===== config.mk =====
export PLATFORM = sky130hd
export DESIGN_NAME = sad_best_match_flat
export DESIGN_NICKNAME = d
export VERILOG_FILES = /design/src/rtl/sad_best_match_if.sv /design/src/rtl/sad_best_match.sv /design/src/flat_wrapper.sv
export SDC_FILE = /design/constraint.sdc
export NUM_CORES = 1
export LEC_CHECK = 0
export CORE_ASPECT_RATIO = 0.6
export CORE_MARGIN = 2
export CORE_UTILIZATION = 30
export DETAILED_ROUTE_END_ITERATION = 12
export GPL_TIMING_DRIVEN = 0
export PLACE_DENSITY = 0.51
export SYNTH_ARGS = -nofsm -noshare
export SYNTH_HDL_FRONTEND = slang
export SYNTH_SLANG_ARGS = --single-unit

===== constraint.sdc =====
create_clock -name clk -period 2.35 [get_ports clk]
set_clock_uncertainty 0.1 [all_clocks]
set_input_delay 0.235 -clock clk [delete_from_list [all_inputs] [get_ports clk]]
set_output_delay 0.235 -clock clk [all_outputs]
set_load 0.02 [all_outputs]

===== src/rtl/sad_best_match_if.sv =====
// Handshake/result bundle between the SAD datapath, the best-match search
// and the motion-vector writer.
interface sad_best_match_if #(
  parameter int WIDTH = 8,
  parameter int IDX_W = 6
) ();
  logic                 start;
  logic                 sad_valid;
  logic [WIDTH+4:0]     sad_in;
  logic                 busy;
  logic                 done;
  logic [WIDTH+4:0]     best_sad;
  logic [IDX_W-1:0]     best_idx;

  modport master (
    output start, sad_valid, sad_in,
    input  busy, done, best_sad, best_idx
  );

  modport slave (
    input  start, sad_valid, sad_in,
    output busy, done, best_sad, best_idx
  );
endinterface


===== src/rtl/sad_best_match.sv =====
// Block-matching search: tracks the minimum SAD over NUM_CAND candidates
// (earliest index wins ties) and publishes it with a one-cycle done pulse.
module sad_best_match #(
  parameter int WIDTH    = 8,
  parameter int NUM_CAND = 64,
  parameter int IDX_W    = 6
) (
  input  logic            clk,
  input  logic            rst,
  sad_best_match_if.slave bus
);
  localparam int SW = WIDTH + 5;
  localparam logic [IDX_W-1:0] LAST_IDX = IDX_W'(NUM_CAND - 1);

  typedef enum logic [1:0] {ST_IDLE, ST_SEARCH, ST_DONE} state_t;

  state_t           state_q, state_d;
  logic [IDX_W-1:0] cnt_q, cnt_d;
  logic [SW-1:0]    run_min_q, run_min_d;
  logic [IDX_W-1:0] run_idx_q, run_idx_d;
  logic [SW-1:0]    best_sad_q, best_sad_d;
  logic [IDX_W-1:0] best_idx_q, best_idx_d;
  logic             busy_q, busy_d;
  logic             done_q, done_d;

  // Running minimum including the current sample, so the final sample
  // can be folded into best_* on the same edge it is accepted.
  logic             take;
  logic [SW-1:0]    cur_min;
  logic [IDX_W-1:0] cur_idx;

  always_comb begin
    take    = (cnt_q == '0) || (bus.sad_in < run_min_q);
    cur_min = take ? bus.sad_in : run_min_q;
    cur_idx = take ? cnt_q : run_idx_q;
  end

  always_comb begin
    state_d    = state_q;
    cnt_d      = cnt_q;
    run_min_d  = run_min_q;
    run_idx_d  = run_idx_q;
    best_sad_d = best_sad_q;
    best_idx_d = best_idx_q;

    unique case (state_q)
      ST_IDLE: begin
        if (bus.start) begin
          state_d   = ST_SEARCH;
          cnt_d     = '0;
          run_min_d = '1;
          run_idx_d = '0;
        end
      end
      ST_SEARCH: begin
        if (bus.start) begin
          // Restart discards any sample presented in the same cycle.
          cnt_d     = '0;
          run_min_d = '1;
          run_idx_d = '0;
        end else if (bus.sad_valid) begin
          run_min_d = cur_min;
          run_idx_d = cur_idx;
          if (cnt_q == LAST_IDX) begin
            state_d    = ST_DONE;
            cnt_d      = '0;
            best_sad_d = cur_min;
            best_idx_d = cur_idx;
          end else begin
            cnt_d = cnt_q + 1'b1;
          end
        end
      end
      ST_DONE: begin
        if (bus.start) begin
          state_d   = ST_SEARCH;
          cnt_d     = '0;
          run_min_d = '1;
          run_idx_d = '0;
        end else begin
          state_d = ST_IDLE;
        end
      end
      default: state_d = ST_IDLE;
    endcase

    busy_d = (state_d == ST_SEARCH);
    done_d = (state_d == ST_DONE);
  end

  always_ff @(posedge clk) begin
    if (rst) begin
      state_q    <= ST_IDLE;
      cnt_q      <= '0;
      run_min_q  <= '0;
      run_idx_q  <= '0;
      best_sad_q <= '0;
      best_idx_q <= '0;
      busy_q     <= 1'b0;
      done_q     <= 1'b0;
    end else begin
      state_q    <= state_d;
      cnt_q      <= cnt_d;
      run_min_q  <= run_min_d;
      run_idx_q  <= run_idx_d;
      best_sad_q <= best_sad_d;
      best_idx_q <= best_idx_d;
      busy_q     <= busy_d;
      done_q     <= done_d;
    end
  end

  assign bus.busy     = busy_q;
  assign bus.done     = done_q;
  assign bus.best_sad = best_sad_q;
  assign bus.best_idx = best_idx_q;
endmodule


===== src/flat_wrapper.sv =====
// flat-port wrapper written by rule: the top's interface ports become plain ports
module sad_best_match_flat 
#(
  parameter int WIDTH    = 8,
  parameter int NUM_CAND = 64,
  parameter int IDX_W    = 6
)
  (clk, rst, bus_start, bus_sad_valid, bus_sad_in, bus_busy, bus_done, bus_best_sad, bus_best_idx);
  sad_best_match_if #(.WIDTH(WIDTH), .IDX_W(IDX_W)) bus_i ();
  input  logic clk;
  input  logic rst;
  input wire logic [$bits(bus_i.start)-1:0] bus_start;
  input wire logic [$bits(bus_i.sad_valid)-1:0] bus_sad_valid;
  input wire logic [$bits(bus_i.sad_in)-1:0] bus_sad_in;
  output wire logic [$bits(bus_i.busy)-1:0] bus_busy;
  output wire logic [$bits(bus_i.done)-1:0] bus_done;
  output wire logic [$bits(bus_i.best_sad)-1:0] bus_best_sad;
  output wire logic [$bits(bus_i.best_idx)-1:0] bus_best_idx;
  assign bus_i.start = bus_start;
  assign bus_i.sad_valid = bus_sad_valid;
  assign bus_i.sad_in = bus_sad_in;
  assign bus_busy = bus_i.busy;
  assign bus_done = bus_i.done;
  assign bus_best_sad = bus_i.best_sad;
  assign bus_best_idx = bus_i.best_idx;
  sad_best_match #(.WIDTH(WIDTH), .NUM_CAND(NUM_CAND), .IDX_W(IDX_W)) u_core (.clk(clk), .rst(rst), .bus(bus_i));
endmodule

Word-level counts from Yosys, hierarchy flattened --
Cells that the tools add are included.
Word-level totals: output and inout bits 21, bits of input ports 17, register bits 48, word-level logic and storage cells 45
Cells by class: bitwise operators 1, reduce and logical (&&, ||, !) cells 7, add/sub/neg operators 1, order comparisons 1, equal/unequal tests 7, multiplexer cells 20
Operator list (count):
- 2-to-1 mux 13 bit | 4
- 2-to-1 mux 6 bit | 7
- one-hot mux 13 bit (2 select lines) | 1
- one-hot mux 6 bit (2 select lines) | 2
- less-than comparator 13 bit | 1
- 2-to-1 mux 2 bit | 4
- adder 6 x 1 -> 6 bit, second input constant | 1
- == test 6 bit, second input constant | 1
- logical NOT 6 bit | 1
- one-hot mux 2 bit (3 select lines) | 1
- == test 2 x 1 -> 1 bit, second input constant | 2
- == test 2 bit, second input constant | 2
- AND reduction 4 bit | 1
- inequality test 3 bit, second input constant | 1
- AND reduction 3 bit | 1
- logical NOT 2 bit | 1
- inequality test 2 x 1 -> 1 bit, second input constant | 1
- nonzero test 2 bit | 1
- OR reduction 2 bit | 1
- logical OR 1 bit | 1
- 2-to-1 mux 1 bit | 1
- inverter 1 bit | 1

Logic depth before layout (Yosys ltp) --
word-level depth 6, mapped depth 10, gate-level depth less buffers 8

Worst setup path before layout --
Ideal clock, no wire load.
path type register -> register, start point register u_core.run_min_q[12], end point register u_core.best_idx_q[0], in the netlist u_core.bus.best_idx[0], buffers on the path 2, setup time 134 ps, required time 2116 ps, arrival 1804 ps, cell stages (with the launch flop) 11, path slack 312 ps, period minus slack after synthesis 2038 ps, path through dfxtp_1 > inv_1 > ha_1 > a21oi_1 > o21ai_0 > a22o_1 > a21oi_2 > buf_6 > buf_12 > mux2i_1 > a211oi_2
Between the ends: cells in the longest elaborated chain, start to end 3
Ends and longest elaborated chain:
- start: declaration | line sad_best_match.sv:19 | logic [SW-1:0] run_min_q, run_min_d;
- start signal: assignment | line sad_best_match.sv:104 | run_min_q <= run_min_d;
- less-than comparator 13 bit | line sad_best_match.sv:33 | take = (cnt_q == '0) || (bus.sad_in < run_min_q);
- logical OR 1 bit | line sad_best_match.sv:33
- 2-to-1 mux 6 bit | line sad_best_match.sv:35 | cur_idx = take ? cnt_q : run_idx_q;
- end signal: assignment | line sad_best_match.sv:107 | best_idx_q <= best_idx_d;
- end: declaration | line sad_best_match.sv:22 | logic [IDX_W-1:0] best_idx_q, best_idx_d;
Every way passes these cells. A chain may end at the register's enable or synchronous reset.

Final worst setup path --
start point input port bus_sad_in[6], end point register u_core.best_sad_q[1], in the netlist u_core.bus.best_sad[1]
Between the ends: cells in the longest elaborated chain, start to end 3
Ends and longest elaborated chain:
- start: declaration | line flat_wrapper.sv:14 | input wire logic [$bits(bus_i.sad_in)-1:0] bus_sad_in;
- less-than comparator 13 bit | line sad_best_match.sv:33
- logical OR 1 bit | line sad_best_match.sv:33
- 2-to-1 mux 13 bit | line sad_best_match.sv:34 | cur_min = take ? bus.sad_in : run_min_q;
- end signal: assignment | line sad_best_match.sv:106 | best_sad_q <= best_sad_d;
- end: declaration | line sad_best_match.sv:21 | logic [SW-1:0] best_sad_q, best_sad_d;
Every way passes these cells.

==> out/summary.txt <==
family with the most delay on the worst path - buffers and inverters
Sequential Power Share - 44.1%
TritonCTS Buffers - 5
P_int - 1.450 mW
Worst EP arrival - 2.34 ns
Core Region - 7327 sq um
DRC - 0
area share of the largest cell type after synthesis - 42.11%
Total Wirelength - 6114 um
RD Place Congestion - 0.7690
latest clock arrival within the worst-skew pair - 0.30 ns
post-synth cell types - 36
Period minus WS final - 2.290 ns
Placed Cells - 388
Critical-path top delay cell - clkdlybuf4s50_1
wire length per cell - 15.17 um
Yosys reg bits - 48
period utilization - 97.46%
clock sink total - 48
f_max - 0.4366 GHz
post-synthesis simple-gate area fraction - 13.38%
Leakage - 1.277 nW
sw frac - 24.84%
FF-to-FF Start - u_core.run_min_q[6]
Synth Area in XOR/XNOR - 0.7675%
slew margin rel. - 53.99%
final worst setup slack - 0.05970 ns
Place WS - -0.4379 ns
most frequent cells in the layout - 47 x dfxtp_1, 43 x nor2_1, 32 x clkdlybuf4s50_1
FF-to-FF path depth - 10
mux contribution to synthesized area - 6.579%
R2R Path End - u_core.bus.best_sad[1]
largest net degree at the start of global routing - 16
Final Setup Violations - 0
drt initial violations - 125
nets - 329
CTS tree - yes
status - finished clean
root buffer cell - clkbuf_16
CP Launch Type - input port
share of cells above drive strength 1 - 17.73%
switching pwr - 479.3 uW
DR vias/cell - 4.826
antenna violations before repair - 0
Die Ht - 71.56 um
Crit Path Max Fanout - 8
critical path required time - 2.40 ns
HPWL Detailed - 4187 um
Layout fillers - 734
cell breakdown of the critical path - clkdlybuf4s50_1 > ha_1 > a21oi_1 > o21ai_1 > a22o_1 > a21oi_2 > buf_6 > buf_6 > mux2i_4 > a211oi_2
routed via count - 1945
main combinational cell family by area after synthesis - compound AO/OA/AOI/OAI gates
top cells by area, synth - dfxtp_1 42%, ha_1 7.7%, nor2_1 7.1%
Sum Neg Setup Slack - 0 ns
syn_area_per_cell - 9.202 sq um
GRT Util Overall - 15.02%
Clock power frac - 42.9%
CTS clk-pin slew, worst paths - 0.07 ns
critical path buffer and inverter count - 3
Synth Instances - 248
cell taking the most area after synthesis - dfxtp_1
clk buf depth - 2
min-delay src - bus_sad_in[11]
die span in x - 116.6 um
most used cell, CP - buf_6
CTS Hold Bufs - 0
hold crit path type - in -> reg
power share of the combinational group - 13.0%
P&R area growth vs syn - 39.36%
Syn Nets - 279
Worst setup EP type - flip-flop
worst hold path endpoint - u_core.run_min_q[11]
Main synth FF type - dfxtp_1
synthesized-area fraction occupied by adder cells - 7.675%
Top-Level Pins - 38
Worst Hold Depth - 3
Worst VDD drop - 0.0002434 V
num rows - 24
H-tree depth - 2
gr ovfl total - 0
post-route cell area - 3181 sq um
Final Non-Filler Cells - 403
Slew Limit Fails - 0
Antenna diodes - 0
PwrDens - 606.6 nW/um^2
global-route wire length before repair - 9397 um
Slowest Stage Delay on Critical Path - 0.46 ns
initial core utilization - 31.15%
PortBufs - 36
total power - 1.929 mW
final hold vios - 0
Final ANT Viol Nets - 0
Async SR Flop Fraction - 0%
dpl cell area - 2773 sq um
Post-Syn Area - 2282 sq um
Seq/Total Area, Yosys - 42.11%
vias in the first global route - 1831
Compound-Gate Fraction of Synth Area - 22.48%
EDFF count, synth - 0
Die Area - 8344 sq um
number of detailed-route iterations in the first pass - 4
crit path kind - in -> reg
Yosys warnings - 0
reg-to-reg slack, setup - 0.11 ns
Max Cap Viol - 0
commonest non-fill, non-tap cell in the layout - dfxtp_1
slew at the pin with the worst max-slew slack - 0.6901 ns
## worst register-to-register path, delay by kind of cell (launching register included)
kind / cells / cell delay (ns)
flip-flops: 1 / 0.34
multiplexers: 1 / 0.23
adder cells (fa/ha/maj): 1 / 0.29
AO/OA/AOI/OAI: 5 / 0.76
buffers and inverters: 3 / 0.39
## cells in the mapped netlist, types with 2 or more instances
cell type,n
and3_1,2
nand4_1,2
nand2b_1,3
dfxtp_1,48
nor2_1,43
a21o_1,2
buf_2,4
a211oi_2,2
a32o_1,6
clkbuf_1,8
buf_4,2
a211oi_1,19
mux2i_1,15
a21oi_1,12
o21ai_0,6
ha_1,14
inv_1,17
xor2_1,2
a221oi_1,14
nand2_1,8
nor3_1,4
## routing by layer
metal / share of wire (%) / wire length [um] / up-vias / global-route usage (%)
met5: 0 / 0 / - / 0
met4: 1.5 / 89 / 0 / 5.490
met3: 4.3 / 262 / 8 / 3.976
met2: 38 / 2307 / 44 / 19.12
met1: 57 / 3455 / 895 / 23.63
li1: - / - / 998 / -
## area by class of cell
cell class	instances	area, sq um	share of cell area, %
clock inverter	3	42.54	1.338
timing repair buffer	43	444.2	13.97
tap	104	130.1	4.091
buffer	16	105.1	3.304
inverter	17	63.81	2.006
clock buffer	5	125.1	3.934
sequential	48	962.2	30.25
multi-input combinational	167	1308	41.11
## state kept, by name, summed over array words and instances (netlist names)
signal	count
u_core.bus.busy	1
u_core.bus.done	1
u_core.run_idx_q	6
u_core.bus.best_sad	13
u_core.bus.best_idx	6
u_core.state_q	2
u_core.run_min_q	13
u_core.cnt_q	6
## repair_timing
| item | in CTS | in global routing |
|---|---|---|
| gates resized for setup | 7 | 32 |
| gates cloned | 0 | 1 |
| buffers inserted | 3 | 3 |
| setup endpoints to repair | 14 | 35 |
| pin swaps | 0 | 10 |
## worst max path at each step
stage | cells past startpoint | from | end
after CTS | 10 | bus_sad_in[8] | u_core.bus.best_sad[1]
after floorplan | 10 | u_core.run_min_q[12] | u_core.bus.best_idx[0]
final | 10 | bus_sad_in[6] | u_core.bus.best_sad[1]
after global placement | 9 | bus_sad_in[10] | u_core.run_min_q[4]
after global routing | 10 | u_core.run_min_q[2] | u_core.bus.best_sad[1]
after detailed placement | 9 | bus_sad_in[12] | u_core.run_min_q[4]
## per-stage QoR
stage	utilization [%]	hold WS [ns]
after floorplan	-	0.3412
after global placement	37.84	0.3480
after detailed placement	37.84	0.3529
after CTS	40.71	0.3591
after global routing	43.41	0.2786
final	43.41	0.2384
## kinds of logic after synthesis
family / Yosys count
mux: 15
buf+inv: 33
flops: 48
simple gates: 68
xor+xnor: 2
compound gates: 68
fa+ha+maj: 14
## power by group through the flow
stage | clock network, mW | registers, mW | logic, mW
after floorplan | 0 | 0.865 | 0.125
after global placement | 0 | 0.866 | 0.198
after detailed placement | 0 | 0.866 | 0.200
after CTS | 0.846 | 0.848 | 0.208
after global routing | 0.883 | 0.852 | 0.279
final | 0.827 | 0.850 | 0.252
Power figures use the tool's default switching activity.
